==> config.mk <==
export PLATFORM = sky130hd
export DESIGN_NAME = uart_rx_fifo_flat
export DESIGN_NICKNAME = d
export VERILOG_FILES = /design/src/rtl/uart_rx_fifo_if.sv /design/src/rtl/uart_rx_fifo.sv /design/src/flat_wrapper.sv
export SDC_FILE = /design/constraint.sdc
export NUM_CORES = 1
export LEC_CHECK = 0
export CORE_UTILIZATION = 62
export DETAILED_ROUTE_END_ITERATION = 16
export MAX_ROUTING_LAYER = met4
export PLACE_DENSITY = 0.93
export SYNTH_ARGS = -nofsm -noshare
export SYNTH_HDL_FRONTEND = slang
export SYNTH_SLANG_ARGS = --single-unit
==> constraint.sdc <==
create_clock -name clk -period 7 [get_ports clk]
set_input_delay 1.4 -clock clk [delete_from_list [all_inputs] [get_ports clk]]
set_output_delay 1.4 -clock clk [all_outputs]
set_load 0.05 [all_outputs]
==> src/rtl/uart_rx_fifo_if.sv <==
// Receiver-side capture handshake plus host-side FWFT stream
// and FIFO status for uart_rx_fifo.
interface uart_rx_fifo_if #(
  parameter int DEPTH = 16
);
  localparam int AW = $clog2(DEPTH);

  logic          rx_rdy;
  logic [7:0]    rx_data;
  logic          rx_rdy_clr;
  logic [7:0]    m_data;
  logic          m_valid;
  logic          m_ready;
  logic [AW:0]   count;
  logic          full;
  logic          overflow;
  logic          ovf_clr;

  modport slave (
    input  rx_rdy,
    input  rx_data,
    input  m_ready,
    input  ovf_clr,
    output rx_rdy_clr,
    output m_data,
    output m_valid,
    output count,
    output full,
    output overflow
  );

  modport master (
    output rx_rdy,
    output rx_data,
    output m_ready,
    output ovf_clr,
    input  rx_rdy_clr,
    input  m_data,
    input  m_valid,
    input  count,
    input  full,
    input  overflow
  );
endinterface

==> src/rtl/uart_rx_fifo.sv <==
// UART receive buffer: captures rdy-flagged bytes, pulses rdy_clr,
// and serves them from a first-word-fall-through FIFO.
module uart_rx_fifo #(
  parameter int DEPTH = 16
) (
  input  logic          clk,
  input  logic          rst,
  uart_rx_fifo_if.slave bus
);
  localparam int AW = $clog2(DEPTH);
  localparam logic [AW:0] FULL_CNT = (AW+1)'(DEPTH);

  typedef enum logic [1:0] {
    IDLE = 2'd0,
    CLR  = 2'd1,
    WAIT = 2'd2
  } cap_e;

  cap_e          state_q;
  logic          clr_q;
  logic [7:0]    mem_q [DEPTH];
  logic [AW-1:0] rd_q;
  logic [AW-1:0] wr_q;
  logic [AW:0]   cnt_q;
  logic [AW:0]   cnt_d;
  logic          ovf_q;
  logic          ovf_d;

  logic          valid_w;
  logic          full_w;
  logic          push;
  logic          pop;
  logic          accept;
  logic          drop;

  assign valid_w = (cnt_q != '0);
  assign full_w  = (cnt_q == FULL_CNT);
  assign push    = (state_q == IDLE) & bus.rx_rdy;
  assign pop     = valid_w & bus.m_ready;
  // A full FIFO still takes the byte if the head leaves on the same edge
  assign accept  = push & (~full_w | pop);
  assign drop    = push & ~accept;

  always_ff @(posedge clk or posedge rst) begin
    if (rst) begin
      state_q <= IDLE;
      clr_q   <= 1'b0;
    end else begin
      unique case (state_q)
        IDLE: begin
          if (bus.rx_rdy) begin
            state_q <= CLR;
            clr_q   <= 1'b1;
          end
        end
        CLR: begin
          state_q <= WAIT;
          clr_q   <= 1'b0;
        end
        WAIT: begin
          clr_q <= 1'b0;
          if (!bus.rx_rdy) state_q <= IDLE;
        end
        default: begin
          state_q <= IDLE;
          clr_q   <= 1'b0;
        end
      endcase
    end
  end

  always_comb begin
    cnt_d = cnt_q;
    unique case (1'b1)
      (accept & ~pop): cnt_d = cnt_q + 1'b1;
      (pop & ~accept): cnt_d = cnt_q - 1'b1;
      default:         cnt_d = cnt_q;
    endcase
  end

  // A new drop outranks a same-cycle clear
  assign ovf_d = drop | (ovf_q & ~bus.ovf_clr);

  always_ff @(posedge clk or posedge rst) begin
    if (rst) begin
      rd_q  <= '0;
      wr_q  <= '0;
      cnt_q <= '0;
      ovf_q <= 1'b0;
    end else begin
      cnt_q <= cnt_d;
      ovf_q <= ovf_d;
      if (accept) wr_q <= wr_q + 1'b1;
      if (pop)    rd_q <= rd_q + 1'b1;
    end
  end

  always_ff @(posedge clk) begin
    if (accept) mem_q[wr_q] <= bus.rx_data;
  end

  assign bus.rx_rdy_clr = clr_q;
  assign bus.m_data     = mem_q[rd_q];
  assign bus.m_valid    = valid_w;
  assign bus.count      = cnt_q;
  assign bus.full       = full_w;
  assign bus.overflow   = ovf_q;
endmodule
==> src/flat_wrapper.sv <==
// flat-port wrapper written by rule: the top's interface ports become plain ports
module uart_rx_fifo_flat 
#(
  parameter int DEPTH = 16
)
  (clk, rst, bus_rx_rdy, bus_rx_data, bus_m_ready, bus_ovf_clr, bus_rx_rdy_clr, bus_m_data, bus_m_valid, bus_count, bus_full, bus_overflow);
  uart_rx_fifo_if #(.DEPTH(DEPTH)) bus_i ();
  input  logic clk;
  input  logic rst;
  input wire logic [$bits(bus_i.rx_rdy)-1:0] bus_rx_rdy;
  input wire logic [$bits(bus_i.rx_data)-1:0] bus_rx_data;
  input wire logic [$bits(bus_i.m_ready)-1:0] bus_m_ready;
  input wire logic [$bits(bus_i.ovf_clr)-1:0] bus_ovf_clr;
  output wire logic [$bits(bus_i.rx_rdy_clr)-1:0] bus_rx_rdy_clr;
  output wire logic [$bits(bus_i.m_data)-1:0] bus_m_data;
  output wire logic [$bits(bus_i.m_valid)-1:0] bus_m_valid;
  output wire logic [$bits(bus_i.count)-1:0] bus_count;
  output wire logic [$bits(bus_i.full)-1:0] bus_full;
  output wire logic [$bits(bus_i.overflow)-1:0] bus_overflow;
  assign bus_i.rx_rdy = bus_rx_rdy;
  assign bus_i.rx_data = bus_rx_data;
  assign bus_i.m_ready = bus_m_ready;
  assign bus_i.ovf_clr = bus_ovf_clr;
  assign bus_rx_rdy_clr = bus_i.rx_rdy_clr;
  assign bus_m_data = bus_i.m_data;
  assign bus_m_valid = bus_i.m_valid;
  assign bus_count = bus_i.count;
  assign bus_full = bus_i.full;
  assign bus_overflow = bus_i.overflow;
  uart_rx_fifo #(.DEPTH(DEPTH)) u_core (.clk(clk), .rst(rst), .bus(bus_i));
endmodule
==> impl_metrics.toml <==
[status]
status = "finished, final reports clean"

[setup_path]
rr_worst_depth = 11
startpoint = "u_core.rd_q[0]"
critPathBufInv = 1
setup.worst_path.class = "reg -> out"
reg2reg_slack_ns = 4.07
r2r_start = "u_core.bus.count[1]"
path_delay_family = "multiplexers"
crit_path_cell_trace = "mux4_1 -> mux4_2 -> clkdlybuf4s50_1"
required_ns = 5.60
critPathArrivalTime_ns = 3.54
slowest_stage = "dfrtp_2"
crit_end = "bus_m_data[7]"
crit_cells = 3
slowest_delay_ns = 1.09
r2r_end = "u_core.bus.count[3]"
end_kind = "primary output"
worstPathMaxFanout = 35
startpoint_type = "register"

[route]
totalWireLength_um = 13600
drtIter0Drc = 364
vias = 3273
routedWlPerCell_um = 27.6
vias_per_cell = 6.63
ant_nets = 0
drt-pass1-iter-count = 5
drc = 0

[pwr]
p_seq_share_pct = 37.8
combPwrFrac_pct = 32.7
p_int_w = 0.00209
p_sw_share_pct = 35.0
power_density_nw_per_um2 = 455
p_sw_w = 0.00113
power.leakage_nw = 2.39
clockPowerShare_pct = 29.4
ir_drop_mv = 0.321

[yosys]
avgSynthCellArea_um2 = 19.2
synth.area.top_cells = "edfxtp_1 (64%), mux4_2 (11%), dfrtp_1 (7.0%)"
synth_top_area_cell = "edfxtp_1"
ys_types = 44
synth_mux_area_share_pct = 15.6
synthAdderAreaFrac_pct = 1.99
synth_edf_count = 128
synth_top_area_share_pct = 63.6
synth_simple_gate_area_share_pct = 4.99
synth_xor_area_share_pct = 1.16
synth_top_family_by_area = "multiplexers"
synthesis.nets = 337
yosysSeqAreaShare_pct = 70.6
ys_ff_latch = 145
mappedNetlistArea_um2 = 6050
synth-compound-area-share_pct = 3.56
synthCells = 315
synthArstFlopShare_pct = 11.7
synthFlopType = "edfxtp_1"
yosysWarnings = 0

[global_route]
grt_start_max_net_pins = 36
grt_pass1_vias = 3358
grt_overflow = 0
grt_pass1_wl_um = 20200
grt_util_all_layers_pct = 30.5
antenna_found_initial = 0

[clock_network]
tritoncts = "yes"
cts-root-buf = "clkbuf_8"
cts.reportedPaths.clkPinSlew_ns = 0.06
cts_setup_buffers = 0
htreeDepth = 4
cts_buffer_depth = 2
numCtsBuffers = 17
post_cts_resized = 0
postCtsHoldBufs = 0
clock_latency_ns = 0.52
cts_sinks = 145

[floorplan]
die_h_um = 101
initial_core_util_pct = 64.8
rows = 35
core-area_um2 = 9330
io_pins = 30
dieWidth_um = 101
die_area_um2 = 10200

[finish]
final_cell_mix = "edfxtp_1 (128), mux4_2 (29), clkdlybuf4s50_1 (29), nor2_1 (20)"
syn_to_final_growth_pct = 16.9
antennaDiodeCount = 0
fin_cells = 494
drive_gt1_share_pct = 20.5
fin_nets = 375
layout.cells.most_common = "edfxtp_1"

[sta]
setup_viol = 0
fin_crit_sh_pct = 70.6
slew_headroom_pct = 19.6
hold_viol = 0
slew_viol_final = 0
min_period_ns = 4.94
tightestPinTransition_ns = 1.20
rsz0062_at_grt = "no"
tns_ns = 0
timing.fmax_mhz = 202
fin_skew_ns = 0.00752

[place]
io_buffers = 29
dpl.cell_count = 463
hpwl_um = 7340
routabilityCongestion = 0.782

[worst_hold_path]
hold_class = "reg -> reg"

[flow_run]
maxCapViolations = 0
==> registers in the layout, indices dropped and copies added (netlist names) <==
register               flops
u_core.mem_q             128
u_core.bus.count           5
u_core.rd_q                4
u_core.wr_q                4
u_core.state_q             2
u_core.bus.overflow        1
u_core.bus.rx_rdy_clr      1
==> cell usage after synthesis (2+ instances only) <==
| master | instances |
|---|---|
| nand2_1 | 15 |
| mux4_1 | 11 |
| dfrtp_1 | 17 |
| nor2_1 | 20 |
| inv_1 | 9 |
| buf_6 | 4 |
| clkbuf_1 | 3 |
| xnor2_1 | 8 |
| nand2b_1 | 3 |
| buf_1 | 7 |
| nor3_1 | 5 |
| a22oi_1 | 3 |
| o21ai_0 | 10 |
| o211ai_1 | 2 |
| edfxtp_1 | 128 |
| a21oi_1 | 3 |
| a221oi_1 | 2 |
| nor2b_1 | 2 |
| nand4_1 | 2 |
| mux4_2 | 29 |
| ha_1 | 8 |
| nand3_1 | 2 |
==> how the worst min path moves through the flow <==
stage,startpoint,end,slack [ns],cells past startpoint
floorplan,u_core.state_q[0],u_core.bus.rx_rdy_clr,0.42,1
global placement,u_core.state_q[0],u_core.bus.rx_rdy_clr,0.44,1
detailed placement,u_core.state_q[0],u_core.bus.rx_rdy_clr,0.45,1
CTS,u_core.state_q[0],u_core.bus.rx_rdy_clr,0.47,1
global route,u_core.state_q[0],u_core.bus.rx_rdy_clr,0.47,1
finish,u_core.state_q[0],u_core.bus.rx_rdy_clr,0.46,1
==> metal layers <==
layer	global-route usage (%)	routed length [um]	vias to the layer above
met5	-	0	-
met4	17.4	520	0
met3	7.28	1190	42
met2	46.5	6800	241
met1	38.2	5100	1639
li1	-	-	1351
==> kinds of logic after synthesis <==
kind of cell,after synthesis
DFF,145
AOI/OAI and AO/OA,29
xor gates and xnor gates,8
buffers and inverters,26
muxes,40
and+or+nand+nor,58
adders and majority gates,9
==> power groups by stage <==
stage                     sequential (W)  combinational [W]  clock (W)
after global routing             0.00123            0.00111   0.000986
after CTS                        0.00122            0.00105   0.000953
after floorplan                  0.00116           0.000824          0
after global placement           0.00122           0.000983          0
final                            0.00122            0.00105   0.000947
after detailed placement         0.00123            0.00102          0
==> worst reg2reg max path, delay by kind of cell, from the launching register on <==
family / cells / cell delay (ns)
adders and majority gates: 1 / 0.27
buffers and inverters: 1 / 0.07
DFF: 1 / 0.49
AOI/OAI and AO/OA: 4 / 0.93
and+or+nand+nor: 5 / 1.07
==> through the flow <==
| step | hold WS (ns) | setup slack, ns | power [W] | utilization [%] | cell area, um^2 |
|---|---|---|---|---|---|
| 2_1_floorplan | 0.424 | 3.64 | 0.00198 | - | 6050 |
| 3_3_place_gp | 0.444 | 2.64 | 0.00220 | 69.1 | 6450 |
| 3_5_place_dp | 0.451 | 2.63 | 0.00224 | 69.1 | 6450 |
| 4_1_cts | 0.472 | 2.00 | 0.00323 | 75.8 | 7070 |
| 5_1_grt | 0.474 | 1.89 | 0.00333 | 75.8 | 7070 |
| 6_report | 0.462 | 2.06 | 0.00322 | 75.8 | 7070 |
==> area by class of cell <==
cell class / instances / area [um^2]
Timing Repair Buffer: 34 / 328
Inverter: 11 / 41.3
Clock buffer: 17 / 414
Multi-Input combinational cell: 144 / 1650
Clock inverter: 14 / 204
Fill cell: 475 / 2260
Tap cell: 129 / 161
Sequential cell: 145 / 4270
Note: power is estimated with default switching activity, not from simulation.
